$ cat src/rtl/hermes_pkg.sv
// Shared Hermes switch-control types: port indices, header field layout, FSM encoding and XY routing.
// Pure declarations, so there is no latency and no backpressure.
package hermes_pkg;

  localparam int NPORT = 5;

  typedef enum logic [2:0] {
    EAST  = 3'd0,
    WEST  = 3'd1,
    NORTH = 3'd2,
    SOUTH = 3'd3,
    LOCAL = 3'd4
  } port_t;

  localparam int HDR_X_MSB = 15;
  localparam int HDR_X_LSB = 8;
  localparam int HDR_Y_MSB = 7;
  localparam int HDR_Y_LSB = 0;

  typedef enum logic [4:0] {
    S_IDLE  = 5'b00001,
    S_ARB   = 5'b00010,
    S_ROUTE = 5'b00100,
    S_GRANT = 5'b01000,
    S_WAIT  = 5'b10000
  } sw_fsm_t;

  // X is resolved before Y; the comparison is unsigned.
  function automatic port_t xy_route(input logic [7:0] dst_x, input logic [7:0] dst_y,
                                     input logic [7:0] cur_x, input logic [7:0] cur_y);
    port_t t;
    if (dst_x > cur_x)      t = EAST;
    else if (dst_x < cur_x) t = WEST;
    else if (dst_y > cur_y) t = NORTH;
    else if (dst_y < cur_y) t = SOUTH;
    else                    t = LOCAL;
    return t;
  endfunction

endpackage

$ cat src/rtl/hermes_switch_control_if.sv
// Links the five input buffers to the switch controller: requests and header flits go in, grants and crossbar selects come out.
// A buffer holds req until it sees req_ack; out_busy and in_valid show the live allocations.
interface hermes_switch_control_if #(parameter int FLIT_SIZE = 32);
  import hermes_pkg::*;

  logic [NPORT-1:0]                req;
  logic [NPORT-1:0]                sending;
  logic [NPORT-1:0][FLIT_SIZE-1:0] header;
  logic [NPORT-1:0]                req_ack;
  logic [NPORT-1:0]                out_busy;
  logic [NPORT-1:0][2:0]           out_sel;
  logic [NPORT-1:0][2:0]           in_sel;
  logic [NPORT-1:0]                in_valid;

  modport master (
    output req, sending, header,
    input  req_ack, out_busy, out_sel, in_sel, in_valid
  );

  modport slave (
    input  req, sending, header,
    output req_ack, out_busy, out_sel, in_sel, in_valid
  );

endinterface

$ cat src/rtl/hermes_rr_arbiter.sv
// Round-robin choice of the first requesting input port after ptr.
// Purely combinational with zero latency; requests are only sampled, so there is no backpressure.
module hermes_rr_arbiter
  import hermes_pkg::*;
(
  input  logic [NPORT-1:0] req,
  input  logic [2:0]       ptr,
  output logic [2:0]       grant,
  output logic             valid
);

  logic [2:0] idx;

  // Scanning from the farthest candidate to the nearest lets the nearest one win.
  always_comb begin
    grant = '0;
    valid = 1'b0;
    idx   = '0;
    for (int i = NPORT; i >= 1; i--) begin
      idx = 3'((int'(ptr) + i) % NPORT);
      if (req[idx]) begin
        grant = idx;
        valid = 1'b1;
      end
    end
  end

endmodule

$ cat src/rtl/hermes_switch_control.sv
// Hermes router switch control: XY route, round-robin output allocation, and release when sending falls.
// req to req_ack takes 3 cycles; when the target is busy the ack is withheld and the request is retried on a later pass.
module hermes_switch_control
  import hermes_pkg::*;
#(
  parameter int FLIT_SIZE = 32,
  parameter int X_ADDR    = 0,
  parameter int Y_ADDR    = 0
) (
  input logic                   clk_i,
  input logic                   rst_ni,
  hermes_switch_control_if.slave sw
);

  sw_fsm_t               state;
  logic [2:0]            ptr;
  logic [2:0]            sel;
  logic [NPORT-1:0]      req_ack;
  logic [NPORT-1:0]      out_busy;
  logic [NPORT-1:0]      in_valid;
  logic [NPORT-1:0]      sending_q;
  logic [NPORT-1:0][2:0] out_sel;
  logic [NPORT-1:0][2:0] in_sel;

  logic [2:0]            arb_gnt;
  logic                  arb_vld;
  logic [7:0]            dst_x;
  logic [7:0]            dst_y;
  port_t                 target;
  logic                  grant_ok;
  logic [NPORT-1:0]      rel;
  logic [NPORT-1:0]      clr_busy;
  logic [NPORT-1:0]      busy_nxt;
  logic [NPORT-1:0]      valid_nxt;

  hermes_rr_arbiter u_arb (
    .req   (sw.req),
    .ptr   (ptr),
    .grant (arb_gnt),
    .valid (arb_vld)
  );

  assign dst_x  = sw.header[sel][HDR_X_MSB:HDR_X_LSB];
  assign dst_y  = sw.header[sel][HDR_Y_MSB:HDR_Y_LSB];
  assign target = xy_route(dst_x, dst_y, 8'(X_ADDR), 8'(Y_ADDR));

  // The grant is committed on the edge that leaves S_ROUTE, so the registered ack and
  // allocation are visible during S_GRANT. The check uses the busy state before that edge.
  assign grant_ok = (state == S_ROUTE) && sw.req[sel] && !out_busy[target];
  assign rel      = sending_q & ~sw.sending & in_valid;

  always_comb begin
    clr_busy = '0;
    for (int p = 0; p < NPORT; p++) begin
      if (rel[p]) clr_busy[in_sel[p]] = 1'b1;
    end
    busy_nxt  = out_busy & ~clr_busy;
    valid_nxt = in_valid & ~rel;
    if (grant_ok) begin
      busy_nxt[target] = 1'b1;
      valid_nxt[sel]   = 1'b1;
    end
  end

  always_ff @(posedge clk_i or negedge rst_ni) begin
    if (!rst_ni) begin
      state     <= S_IDLE;
      ptr       <= LOCAL;
      sel       <= '0;
      req_ack   <= '0;
      out_busy  <= '0;
      in_valid  <= '0;
      sending_q <= '0;
      out_sel   <= '0;
      in_sel    <= '0;
    end else begin
      sending_q <= sw.sending;
      out_busy  <= busy_nxt;
      in_valid  <= valid_nxt;
      req_ack   <= '0;
      case (state)
        S_IDLE: begin
          if (|sw.req) state <= S_ARB;
        end
        S_ARB: begin
          if (arb_vld) begin
            sel   <= arb_gnt;
            ptr   <= arb_gnt;
            state <= S_ROUTE;
          end else begin
            state <= S_IDLE;
          end
        end
        S_ROUTE: begin
          if (grant_ok) begin
            req_ack[sel]    <= 1'b1;
            out_sel[target] <= sel;
            in_sel[sel]     <= target;
          end
          state <= S_GRANT;
        end
        S_GRANT: state <= S_WAIT;
        S_WAIT:  state <= S_IDLE;
        default: state <= S_IDLE;
      endcase
    end
  end

  assign sw.req_ack  = req_ack;
  assign sw.out_busy = out_busy;
  assign sw.out_sel  = out_sel;
  assign sw.in_sel   = in_sel;
  assign sw.in_valid = in_valid;

endmodule

$ cat src/flat_wrapper.sv
// flat-port wrapper written by rule: the top's interface ports become plain ports
module hermes_switch_control_flat import hermes_pkg::*;
#(
  parameter int FLIT_SIZE = 32,
  parameter int X_ADDR    = 0,
  parameter int Y_ADDR    = 0
)
  (clk_i, rst_ni, sw_req, sw_sending, sw_header, sw_req_ack, sw_out_busy, sw_out_sel, sw_in_sel, sw_in_valid);
  hermes_switch_control_if #(.FLIT_SIZE(FLIT_SIZE)) sw_i ();
  input logic clk_i;
  input logic rst_ni;
  input wire logic [$bits(sw_i.req)-1:0] sw_req;
  input wire logic [$bits(sw_i.sending)-1:0] sw_sending;
  input wire logic [$bits(sw_i.header)-1:0] sw_header;
  output wire logic [$bits(sw_i.req_ack)-1:0] sw_req_ack;
  output wire logic [$bits(sw_i.out_busy)-1:0] sw_out_busy;
  output wire logic [$bits(sw_i.out_sel)-1:0] sw_out_sel;
  output wire logic [$bits(sw_i.in_sel)-1:0] sw_in_sel;
  output wire logic [$bits(sw_i.in_valid)-1:0] sw_in_valid;
  assign sw_i.req = sw_req;
  assign sw_i.sending = sw_sending;
  assign sw_i.header = sw_header;
  assign sw_req_ack = sw_i.req_ack;
  assign sw_out_busy = sw_i.out_busy;
  assign sw_out_sel = sw_i.out_sel;
  assign sw_in_sel = sw_i.in_sel;
  assign sw_in_valid = sw_i.in_valid;
  hermes_switch_control #(.FLIT_SIZE(FLIT_SIZE), .X_ADDR(X_ADDR), .Y_ADDR(Y_ADDR)) u_core (.clk_i(clk_i), .rst_ni(rst_ni), .sw(sw_i));
endmodule
$ cat config.mk
export PLATFORM = sky130hd
export DESIGN_NAME = hermes_switch_control_flat
export DESIGN_NICKNAME = d
export VERILOG_FILES = /design/src/rtl/hermes_pkg.sv /design/src/rtl/hermes_switch_control_if.sv /design/src/rtl/hermes_rr_arbiter.sv /design/src/rtl/hermes_switch_control.sv /design/src/flat_wrapper.sv
export SDC_FILE = /design/constraint.sdc
export NUM_CORES = 1
export LEC_CHECK = 0
export CAP_MARGIN = 20
export CORE_MARGIN = 5
export CORE_UTILIZATION = 44
export CTS_CLUSTER_SIZE = 14
export DETAILED_ROUTE_END_ITERATION = 8
export PLACE_DENSITY = 0.87
export SETUP_SLACK_MARGIN = 0.4
export SYNTH_ARGS = -nofsm -noshare
export SYNTH_HDL_FRONTEND = slang
export SYNTH_SLANG_ARGS = --single-unit
$ cat constraint.sdc
create_clock -name clk_i -period 7 [get_ports clk_i]
set_clock_uncertainty 0.05 [all_clocks]
set_input_delay 2.1 -clock clk_i [delete_from_list [all_inputs] [get_ports clk_i]]
set_output_delay 2.1 -clock clk_i [all_outputs]
set_load 0.005 [all_outputs]
==> run_results.csv <==
group,metric,value,unit
yosys,syn_avg_cell_area,8.71,sq um
drt,first_pass_iters,5,
critical_path,critPathKind,"register to register",
yosys,yosysSeqAreaShare,28.1,%
hold_path,whs_path_depth,1,
cells_and_area,drive_gt1_share,9.84,%
yosys,synth.cells.most_frequent,"nor2_1 (45), dfrtp_1 (44), ha_1 (25)",
yosys,syn_area,4100,sq um
yosys,synth.most_common_cell,"nor2_1",
placement,gp_congestion,0.948,
sta,period_needed,5.16,ns
status,status,"complete, no violations",
critical_path,r2r_end,"u_core.sel[0]",
sta,setup_viol,0,
grt,grt_pass1_vias,4021,
yosys,yosys_warnings,0,
flow_run,cap_violations,0,
critical_path,cp_common_cell,"ha_1",
hold_path,holdPathEnd,"u_core.state[4]",
floorplan,num_io_pins,217,
hold_path,min_path_type,"register to register",
sta,clock.fmax,194,MHz
power_and_ir_drop,p_leak,2.38,nW
power_and_ir_drop,power_density,456,nW/um^2
yosys,ys.flop_type,"dfrtp_1",
yosys,yosys.area.top_type_share,26.9,%
sta,slew_headroom,43.5,%
grt,grt_use_total,21.4,%
drt,postRouteAntennaNets,0,
critical_path,regToRegSetupSlack,1.84,ns
yosys,synth_area_leaders,"dfrtp_1 (27%), ha_1 (7.6%), mux2_2 (6.6%), nor2_1 (4.1%), a21oi_1 (2.9%)",
yosys,yosysTopAreaCell,"dfrtp_1",
cells_and_area,seq_area,1150,sq um
cells_and_area,multiInputGateArea,2700,sq um
power_and_ir_drop,p_int,1.26,mW
sta,rsz0062_at_grt,"no",
drt,wirelength,12800,um
grt,grt_pass1_wl,19900,um
hold_path,hp-start,"u_core.state[1]",
clock_tree,clkTransAtPathRegs,0.09,ns
grt,antenna_found_initial,0,
grt,grt_max_degree,54,
sta,hold_violations,0,
drt,drt_drc_violations_left,0,
clock_tree,cts_tree,"built",
sta,setup_tns,0,ns
drt,post_drt_via_cell_ratio,5.96,
drt,wl_per_cell,18.5,um
placement,dpl.hpwl,9620,um
critical_path,cp-end-kind,"register",
sta,slew_violations,0,
critical_path,critPathMaxStageDelay,0.48,ns
drt,top_layer,"met4",
critical_path,cp_max_fo,22,
critical_path,start_kind,"register",
power_and_ir_drop,switchingPower,1.23,mW
clock_tree,ctsLongestPathBuffers,2,
power_and_ir_drop,power_frac_comb,76.1,%
placement,portBuffers,123,
cells_and_area,fill_cells,745,
critical_path,arrival,5.31,ns
clock_tree,cts_buffers,5,
grt,overflow,0,
power_and_ir_drop,peakVddDrop,0.233,mV
critical_path,reg2reg_from,"u_core.sel[1]",
drt,drt_iter0_drc,275,
sta,worst_pin_slew,0.846,ns
critical_path,critPathSlowestCell,"ha_1",
drt,wl_met3,1070,um
clock_tree,hold_buffers,0,
cells_and_area,antenna-diode-count,0,
power_and_ir_drop,clockPowerShare,8.1,%
critical_path,rr_worst_depth,19,
floorplan,rows,35,
clock_tree,clk_latency,0.31,ns
floorplan,start_util,44.8,%
power_and_ir_drop,switching_share,49.5,%
placement,place_area,5320,sq um
cells_and_area,area.growth.synth_to_final,32.9,%
critical_path,path_cells,"buf_4 -> ha_1 -> xnor2_1 -> inv_1 -> ha_1 -> o31ai_1 -> o31ai_1 -> xnor2_1 -> inv_1 -> ha_1 -> nor2b_1 -> nor2b_1 -> a211o_1 -> nor2_1 -> a31oi_1 -> a2bb2oi_1 -> o31a_1 -> o311ai_1 -> o211a_1",
clock_tree,clock_sinks,46,
drt,wl_met2,6520,um
power_and_ir_drop,seq_power_share,15.7,%
floorplan,dieArea,11300,sq um
yosys,ys_ff_latch,46,
clock_tree,htreeDepth,2,
yosys,async_flop_share,100,%
cells_and_area,nNetsFinal,775,
critical_path,cp.required,7.15,ns
yosys,synth_edf_count,0,
yosys,yosys.cell_types.count,74,
clock_tree,cts_root_buf,"clkbuf_8",
yosys,synthCells,471,
drt,vias,4110,
floorplan,die_h,107,um
sta,finalCritPeriodShare,73.8,%
cells_and_area,fin_area,5450,sq um
floorplan,core_area,9150,sq um
clock_tree,postCtsSetupRepairBufs,0,
clock_tree,cts_resized,0,
drt,drt-met1-wl,5040,um
floorplan,die_x,107,um
area by class of cell:
type / instances / area share (%)
flip-flops and latches: 46 / 21.2
inverters: 21 / 1.45
well taps: 111 / 2.55
clock buffers: 5 / 1.26
clock inverters: 3 / 0.804
repair buffers: 127 / 23.3
multi-input cells: 377 / 49.5
cell families (layout without fill, tap and decap cells):
family / after synthesis / after routing / synth area share (%)
multiplexers: 36 / 36 / 9.83
buffers and inverters: 60 / 156 / 7.23
other: 1 / 13 / 0.0915
flip-flops: 46 / 46 / 28.1
AO/OA/AOI/OAI: 109 / 109 / 20.0
XOR/XNOR: 11 / 11 / 2.53
AND/OR/NAND/NOR: 183 / 183 / 24.5
adder cells (fa/ha/maj): 25 / 25 / 7.63
worst max-delay path: cells and delay by family (launching register included):
family                     cells  cell delay (ns)
xor gates and xnor gates       2             0.67
DFF                            1             0.38
adders and majority gates      3             0.95
buffers and inverters          3             0.61
and+or+nand+nor                3             0.38
AOI/OAI and AO/OA              8             2.01
power groups by stage:
stage	clock [mW]	sequential [mW]	combinational (mW)
floorplan	0	0.372	1.44
CTS	0.205	0.390	1.86
global route	0.215	0.400	2.08
detailed placement	0	0.395	1.85
finish	0.202	0.391	1.89
global placement	0	0.389	1.77
routing by layer:
metal | vias up | track usage (%)
met2 | 194 | 38.5
li1 | 1939 | -
met5 | - | 0
met3 | 15 | 4.92
met1 | 1962 | 26.2
met4 | 0 | 4.29
how the worst max path moves through the flow:
stage	from	endpoint	slack, ns	depth (start not counted)
final	u_core.sel[1]	u_core.sel[0]	1.84	19
after floorplan	u_core.sel[0]	u_core.sel[1]	2.34	18
after detailed placement	sw_header[42]	u_core.sw.in_sel[13]	1.62	9
after CTS	sw_header[43]	u_core.sw.in_sel[13]	1.89	9
after global routing	u_core.sel[1]	u_core.sel[0]	1.56	19
after global placement	sw_header[43]	u_core.sw.in_sel[14]	1.70	9
flip-flops by register name, indices dropped and copies added (netlist names):
| signal | count |
|---|---|
| u_core.state | 5 |
| u_core.sending_q | 5 |
| u_core.sw.out_sel | 9 |
| u_core.sw.req_ack | 5 |
| u_core.sw.out_busy | 3 |
| u_core.ptr | 1 |
| u_core.sw.in_sel | 10 |
| u_core.sw.in_valid | 5 |
| u_core.sel | 3 |
cells in the final DEF, fill, tap and decap left out, types with 12 or more instances in the layout:
cell type	instances
a21oi_1	24
clkdlybuf4s50_1	122
conb_1	13
dfrtp_1	43
ha_1	25
inv_1	18
mux2_2	24
nand2_1	20
nand2b_1	16
nand3_1	12
nor2_1	45
nor3_1	19
nor4_1	13
per-stage QoR:
step                      hold slack [ns]  worst slack (ns)  std cells  utilization [%]  power, mW
after global placement              0.402              1.70        681             58.1       2.16
after detailed placement            0.423              1.62        681             58.1       2.24
after global routing                0.458              1.56        690             59.5       2.69
after CTS                           0.434              1.89        689             59.3       2.45
after floorplan                     0.391              2.34        483                -       1.81
final                               0.433              1.84        690             59.5       2.49
(Power assumes the default switching activity.)
